<file path="src/rtl/rule_match_unit.sv">
// Five-tuple range comparator: one packet header against one rule box, combinational and registered results.
// Optional feature macro: RULE_MATCH_HIT_COUNT_EN adds clear_count input and a saturating hit_count output.
module rule_match_unit #(
  parameter int IP_W    = 32,
  parameter int PORT_W  = 16,
  parameter int PROTO_W = 8
) (
  input  logic               clk,
  input  logic               reset,
`ifdef RULE_MATCH_HIT_COUNT_EN
  input  logic               clear_count,
  output logic [31:0]        hit_count,
`endif
  input  logic               in_valid,
  input  logic [IP_W-1:0]    rule_start_src_ip,
  input  logic [IP_W-1:0]    rule_start_dst_ip,
  input  logic [PORT_W-1:0]  rule_start_src_port,
  input  logic [PORT_W-1:0]  rule_start_dst_port,
  input  logic [PROTO_W-1:0] rule_start_protocol,
  input  logic [IP_W:0]      rule_last_src_ip,
  input  logic [IP_W:0]      rule_last_dst_ip,
  input  logic [PORT_W:0]    rule_last_src_port,
  input  logic [PORT_W:0]    rule_last_dst_port,
  input  logic [PROTO_W:0]   rule_last_protocol,
  input  logic [IP_W-1:0]    pkt_src_ip,
  input  logic [IP_W-1:0]    pkt_dst_ip,
  input  logic [PORT_W-1:0]  pkt_src_port,
  input  logic [PORT_W-1:0]  pkt_dst_port,
  input  logic [PROTO_W-1:0] pkt_protocol,
  output logic               matched_comb,
  output logic [4:0]         field_match,
  output logic               matched,
  output logic               out_valid
);

  // The upper bound is one bit wider so 2^W can express "up to and including the field maximum".
  assign field_match[0] = (pkt_src_ip   >= rule_start_src_ip)   && ({1'b0, pkt_src_ip}   < rule_last_src_ip);
  assign field_match[1] = (pkt_dst_ip   >= rule_start_dst_ip)   && ({1'b0, pkt_dst_ip}   < rule_last_dst_ip);
  assign field_match[2] = (pkt_src_port >= rule_start_src_port) && ({1'b0, pkt_src_port} < rule_last_src_port);
  assign field_match[3] = (pkt_dst_port >= rule_start_dst_port) && ({1'b0, pkt_dst_port} < rule_last_dst_port);
  assign field_match[4] = (pkt_protocol >= rule_start_protocol) && ({1'b0, pkt_protocol} < rule_last_protocol);

  assign matched_comb = &field_match;

  // NOTE: sequential state uses non-blocking assignments so every flop samples pre-edge values.
  always_ff @(posedge clk) begin
    if (reset) begin
      out_valid <= 1'b0;
      matched   <= 1'b0;
    end else begin
      out_valid <= in_valid;
      matched   <= in_valid & matched_comb;
    end
  end

`ifdef RULE_MATCH_HIT_COUNT_EN
  // Saturating counter; clear wins over a same-cycle hit.
  always_ff @(posedge clk) begin
    if (reset || clear_count) begin
      hit_count <= '0;
    end else if (in_valid && matched_comb && (hit_count != 32'hFFFF_FFFF)) begin
      hit_count <= hit_count + 32'd1;
    end
  end
`endif

endmodule

</file>
<file path="config.mk">
export PLATFORM = sky130hd
export DESIGN_NAME = rule_match_unit
export DESIGN_NICKNAME = d
export VERILOG_FILES = /design/src/rtl/rule_match_unit.sv
export SDC_FILE = /design/constraint.sdc
export NUM_CORES = 1
export LEC_CHECK = 0
export CORE_AREA = 2 2 128 130
export CTS_CLUSTER_DIAMETER = 50
export DETAILED_ROUTE_END_ITERATION = 8
export DIE_AREA = 0 0 130 132
export DONT_BUFFER_PORTS = 1
export PLACE_DENSITY_LB_ADDON = 0.12
export SYNTH_ARGS = -nofsm -noshare
export SYNTH_HDL_FRONTEND = slang
export SYNTH_SLANG_ARGS = --single-unit
</file>
<file path="constraint.sdc">
create_clock -name clk -period 3.69 [get_ports clk]
set_input_delay 0.5535 -clock clk [delete_from_list [all_inputs] [get_ports clk]]
set_output_delay 0.5535 -clock clk [all_outputs]
set_load 0.03 [all_outputs]
</file>
==> summary.md <==
| Metric | Value |
|---|---|
| Outcome | finished clean |
| F_max | roughly 280 MHz |
| Hold_buf cts | 0 |
| Pwr dens | 127 nW/um^2 |
| Max clock buf depth | 2 |
| I/O pins | 328 |
| Critical path peak fanout | 2 |
| CTS H-Tree Depth | 1 |
| Post-synth net total | 1,239 |
| Drt wl/cell | 16.9 microns |
| Crit path from | rule_last_src_ip[30] |
| Initial antenna violation count | 0 |
| CTS tree | yes |
| Hold Slack | approximately 450 ps |
| CP Class | in2out |
| Final TNS setup | 0 ps |
| Pin count of the biggest net entering global routing | 4 |
| Max-cap check violation count | 0 |
| Max incr delay on CP | ~560 ps |
| DIE WIDTH | 130 microns |
| Setup violators final | 0 |
| Ant. Diodes | 0 |
| GPL Wtd Cong | 0.907 |
| Detailed Place HPWL | 15.3 mm |
| First-pass GRT wire length | 24.1 mm |
| Post-Route WL | 15.8 mm |
| FFs w/ async S/R, synth | 0 |
| Synth Register Bits | 2 |
| Crit-path cells | inv_1 > ha_1 > nand4b_1 > or4_4 > or4_4 > o32ai_4 > a211o_1 > a2111oi_2 > buf_4 > and3_1 > buf_4 |
| Slowest cell on crit path | or4_4 |
| Worst Setup Start Kind | input pin |
| Fin crit share | 0.970 |
| Fin nets | 1,248 |
| DIE AREA | 17,200 sq um |
| Commonest non-fill, non-tap cells in the layout | inv_1, ha_1, a21oi_1, nand2_1, nand4_1 |
| EDFF count, synth | 0 |
| Crit path capture type | output pin |
| Share of layout cells above drive strength 1 | 0.0221 |
| Hold Crit Class | in2reg |
| Grt ovf | 0 |
| WP data arrival | 3030 ps |
| Vias per cell | 5.16 |
| Core area | 15,700 sq um |
| Netlist cell types | 46 |
| Mapped cell area | 5130 sq um |
| Initial Utilization | 0.326 |
| Count of input and output buffers | 0 |
| Routed via count | 4,845 |
| Slew of the pin with the lowest slew margin | between 500 and 600 ps |
| Routed Antenna Nets | 0 |
| Rows | 46 |
| Area delta synth->final | 8.20% |
| Root buf cell | clkbuf_16 |
| Slew Viols, Final | 0 |
| Worst setup path end | matched_comb |
| Post-Syn Instances | about 720 |
| Drt first pass iters | 4 |
| Hold Fails Final Rpt | 0 |
| Lkg Pwr | between 3 and 4 nW |
| Initial DRC count | 102 |
| Fin crit period | 3580 ps |
| CTS Buf Count | 3 |
| Headroom to the max-slew limit | 0.614 |
| TritonCTS sink count | 2 |
| Worst IR Drop VDD | 461 uV |
| Die height | 132 microns |
| Vias in the first global route | 5,180 |
| Register area share after synthesis | 0.00780 |
| Most common cell after layout, fill and taps aside | inv_1 |
| Required @ worst endpoint | 3140 ps |
| Main flop type after synthesis | dfxtp_1 |
| Post-route DRC | 0 |
| Synthesized area per cell | 7.16 sq um |
| Clk pin slew, worst setup/hold paths | 30 ps |
| Ys Warns | 0 |
| Aggregate global-route resource usage | 0.174 |
==> power breakdown <==
| part | internal [mW] | switching (mW) | leakage [nW] |
|---|---|---|---|
| Clock | 0.138 | 0.0238 | 0.0370 |
| Sequential | 0.0224 | 0.00149 | 0.0164 |
| Combinational | 0.235 | 0.287 | 3.35 |
| Total | 0.395 | 0.312 | 3.40 |
==> cell families after synthesis <==
family,after synthesis,synth area share
buf+inv,210,0.154
fa+ha+maj,203,0.495
compound gates,168,0.203
simple gates,133,0.140
flops,2,0.00781
==> worst min path at each step <==
stage           from                   end  slack (ps)  cells after the start
3_3_place_gp   reset  out_valid$_SDFF_PP0_         690                      1
2_1_floorplan  reset  out_valid$_SDFF_PP0_         630                      1
3_5_place_dp   reset  out_valid$_SDFF_PP0_         690                      1
5_1_grt        reset  out_valid$_SDFF_PP0_         460                      1
6_report       reset  out_valid$_SDFF_PP0_         450                      1
4_1_cts        reset  out_valid$_SDFF_PP0_         460                      1
==> synthesized netlist by cell type, types with 2 or more instances <==
library cell / count / area (sq um)
inv_1: 209 / 785
ha_1: 203 / 2540
a21oi_1: 76 / 380
nand2_1: 39 / 146
nand4_1: 22 / 138
a21o_1: 19 / 143
nor2_1: 17 / 63.8
nand3_1: 16 / 80.1
o21ai_0: 16 / 80.1
o21ai_1: 13 / 65.1
and4_1: 9 / 78.8
a2111oi_0: 6 / 52.6
nor2b_1: 6 / 37.5
a211oi_1: 5 / 37.5
a221o_1: 5 / 50.1
nand2b_1: 4 / 25.0
nand4b_1: 4 / 35.0
o21a_1: 4 / 30.0
and3_1: 3 / 18.8
nor3_1: 3 / 15.0
o211ai_1: 3 / 22.5
o32ai_1: 3 / 26.3
or4_1: 3 / 22.5
a221oi_1: 2 / 17.5
a2bb2oi_1: 2 / 17.5
dfxtp_1: 2 / 40.0
nor4_1: 2 / 12.5
o31ai_1: 2 / 15.0
==> sequential cells by signal, summed over array words and instances (netlist names) <==
signal / cells
matched: 1
out_valid: 1
==> routing by layer <==
| layer | global-route usage | routed length [microns] | vias up |
|---|---|---|---|
| li1 | - | - | 2500 |
| met3 | 0.0544 | 1520 | 14 |
| met2 | 0.344 | 8060 | 208 |
| met1 | 0.179 | 6070 | 2123 |
| met5 | 0 | 0 | - |
| met4 | 0.0233 | 191 | 0 |
==> per-stage QoR <==
| step | cell area, sq um | worst slack [ps] | total power, mW | cells | util |
|---|---|---|---|---|---|
| 6_report | 5550 | 109 | 0.707 | 939 | 0.353 |
| 4_1_cts | 5510 | 17.0 | 0.714 | 938 | 0.350 |
| 3_5_place_dp | 5420 | -3.95 | 0.545 | 935 | 0.345 |
| 5_1_grt | 5550 | -5.40 | 0.811 | 939 | 0.353 |
| 3_3_place_gp | 5420 | 84.8 | 0.526 | 935 | 0.345 |
| 2_1_floorplan | 5130 | 497 | 0.423 | 716 | - |
==> cell type report <==
cell class | instances | area, sq um
clock buffer | 3 | 75.1
fill | 1722 | 10200
inverter | 210 | 788
multi-input combinational | 504 | 4350
sequential | 2 | 40.0
tap | 216 | 270
timing repair buffer | 4 | 30.0
==> worst max-delay path: cells and delay by family <==
| kind | cells | cell delay, ps |
|---|---|---|
| AO/OA/AOI/OAI | 3 | 510 |
| buffers and inverters | 3 | 330 |
| adder cells (fa/ha/maj) | 1 | 280 |
| AND/OR/NAND/NOR | 4 | 1350 |
==> what timing repair did <==
action | in CTS | in global routing
pin swaps | 1 | 6
gates resized for setup | 1 | 6
setup endpoints to repair | 1 | 1
setup buffers | 0 | 1
(Power assumes the default switching activity.)
==> RTL change (same settings) <==
Put a register stage on the output `field_match`, with the module's reset. The value now appears one clock later. The other outputs are not delayed to match.
--- a/src/rtl/rule_match_unit.sv
+++ b/src/rtl/rule_match_unit.sv
@@ -35,10 +35,12 @@
 
+  logic [4:0] field_match_d;
+
   // The upper bound is one bit wider so 2^W can express "up to and including the field maximum".
-  assign field_match[0] = (pkt_src_ip   >= rule_start_src_ip)   && ({1'b0, pkt_src_ip}   < rule_last_src_ip);
-  assign field_match[1] = (pkt_dst_ip   >= rule_start_dst_ip)   && ({1'b0, pkt_dst_ip}   < rule_last_dst_ip);
-  assign field_match[2] = (pkt_src_port >= rule_start_src_port) && ({1'b0, pkt_src_port} < rule_last_src_port);
-  assign field_match[3] = (pkt_dst_port >= rule_start_dst_port) && ({1'b0, pkt_dst_port} < rule_last_dst_port);
-  assign field_match[4] = (pkt_protocol >= rule_start_protocol) && ({1'b0, pkt_protocol} < rule_last_protocol);
+  assign field_match_d[0] = (pkt_src_ip   >= rule_start_src_ip)   && ({1'b0, pkt_src_ip}   < rule_last_src_ip);
+  assign field_match_d[1] = (pkt_dst_ip   >= rule_start_dst_ip)   && ({1'b0, pkt_dst_ip}   < rule_last_dst_ip);
+  assign field_match_d[2] = (pkt_src_port >= rule_start_src_port) && ({1'b0, pkt_src_port} < rule_last_src_port);
+  assign field_match_d[3] = (pkt_dst_port >= rule_start_dst_port) && ({1'b0, pkt_dst_port} < rule_last_dst_port);
+  assign field_match_d[4] = (pkt_protocol >= rule_start_protocol) && ({1'b0, pkt_protocol} < rule_last_protocol);
 
-  assign matched_comb = &field_match;
+  assign matched_comb = &field_match_d;
 
@@ -66,2 +68,10 @@
 
+  always_ff @(posedge clk) begin
+    if (reset) begin
+      field_match <= '0;
+    end else begin
+      field_match <= field_match_d;
+    end
+  end
+
 endmodule
Function: changed (a bounded check fails within 4 cycles, from zero or initial values and one cycle with reset high).
==> RTL change against the unedited design <==
- via count about the same
- maximum frequency increased by 5.3%
- first-iteration DRC count decreased by 6.9%
- sequential cell count increased by 5
- worst setup slack improved by 0.18 ns
- routed wire length decreased by 1.8%
- combinational power decreased by 5.6%
- final area increased by 1.5%
- area after synthesis increased by 2.3%
- total power increased by 8.9%
- largest power group unchanged
- non-clock buffer count unchanged
- clock power increased by 12%
==> RTL change: results (changes against the unedited design) <==
final_layout:
  drive_above_1_share_pct: 2.046  # -0.17 points
  reg_top3: "field_match: 5 flops, matched: 1 flops, out_valid: 1 flops"
  fin_nets: 1257  # +0.72%
  final-instance-count-excl-fill: 950  # +1.2%
drt:
  wl_um: 15560  # -1.8%
  met3_length_um: 1350  # -11%
  viasPerCell: 5.099  # -1.2%
  drt_pass1_iterations: 4  # unchanged
  wl_met1_um: 6058  # -0.25%
  initialDrtViolationCount: 95  # -6.9%
  met2_length_um: 7840  # -2.7%
power_and_ir_drop:
  worst_ir_drop_vdd_mv: 0.1169  # -75%
  p_leak_nw: 3.434  # +0.87%
placed_design:
  place_congestion: 0.9307  # +2.6%
  hpwlAfterDp_um: 15030  # -2.1%
  post-place-ws_ns: 0.1664  # +0.1704 ns
  io_buffers: 0  # unchanged
  dpl_cell_area_um2: 5548  # +2.3%
global_route:
  grt_pass1_vias: 5262  # +1.6%
  track_usage_pct: 17.30  # -0.067 points
  antenna_found_initial: 1  # +1
  grt_first_pass_wirelength_um: 24360  # +0.89%
  grt_max_degree: 7  # +3
clock_tree:
  clockRootBuffer: "clkbuf_16"
  cts_setup_buffers: 0  # unchanged
  clk_pin_slew_ns: 0.04
synth:
  synth_commonest_cells: "ha_1 (203), inv_1 (203), a21oi_1 (78)"
  synth_nets: 1248  # +0.73%
  syn_inst: 725  # +1.3%
  ys_types: 43  # -6.5%
  synthArstFlopShare_pct: 0  # unchanged
  synth-seq-area-share_pct: 2.670  # +1.9 points
  synth_top_cells_by_area: "ha_1 (48%), inv_1 (15%), a21oi_1 (7.4%)"
  ys_warn_count: 0  # unchanged
timing:
  whs_ns: 0.3935  # -0.05721 ns
  tightest_slew_ns: 0.6054  # +0.04035 ns
setup_path:
  cpPeakStageDelay_ns: 0.40  # -0.16 ns
  cp_slowest_cell: "a2111oi_2"
  worstPathArrival_ns: 2.85  # -0.18 ns
  path_max_fanout: 2  # unchanged
min_path:
  holdPathStages: 1  # unchanged
  hold_path_end: "field_match[2]$_SDFF_PP0_"
  hold_class: "in2reg"
outcome:
  outcome: "finished, final reports clean"
## RTL change: layout make-up
type | instances | area, µm²
fill | 1720 | 10080
inverter | 203 | 762.0
antenna | 1 | 2.502
multi-input combinational | 515 | 4350
timing repair buffer | 4 | 30.03
tap | 216 | 270.3
sequential | 7 | 140.1
clock buffer | 4 | 78.83
## RTL change: worst max-delay path, delay by kind of cell
family / cells / cell delay [ns]
compound gates: 3 / 0.86
buf+inv: 3 / 0.40
simple gates: 4 / 0.73
fa+ha+maj: 1 / 0.30
## RTL change: kinds of logic after synthesis
group | count (synthesis) | synth area share [%]
AOI/OAI and AO/OA | 166 | 19.74
adders and majority gates | 203 | 48.40
buffers and inverters | 203 | 14.52
DFF | 7 | 2.670
and+or+nand+nor | 146 | 14.66
## RTL change: repair_timing
| item | in CTS | in global routing |
|---|---|---|
| resized for setup | 0 | 1 |
| hold buffers | 0 | 0 |
| endpoints found under the setup margin | 0 | 1 |
## RTL change: worst max path at each step
stage	from	to	slack, ns
after floorplan	rule_start_src_ip[13]	matched_comb	0.49
after detailed placement	rule_start_src_ip[13]	matched_comb	0.17
after CTS	rule_start_src_ip[13]	matched_comb	0.14
after global routing	rule_start_dst_ip[14]	matched_comb	0.04
final	rule_start_src_ip[13]	matched_comb	0.29
after global placement	rule_start_src_ip[14]	matched_comb	0.15
## RTL change: metal layers
layer  up-vias  GRT usage [%]
li1       2534              -
met1      2077          18.23
met2       213          33.39
met3        20          4.708
met4         0          4.002
met5         -              0
## RTL change: where the power goes
group	total, mW	internal (mW)	switching [mW]
clock	0.182	0.143	0.0380
combinational	0.493	0.232	0.261
sequential	0.0957	0.0816	0.0141
total	0.770	0.457	0.313
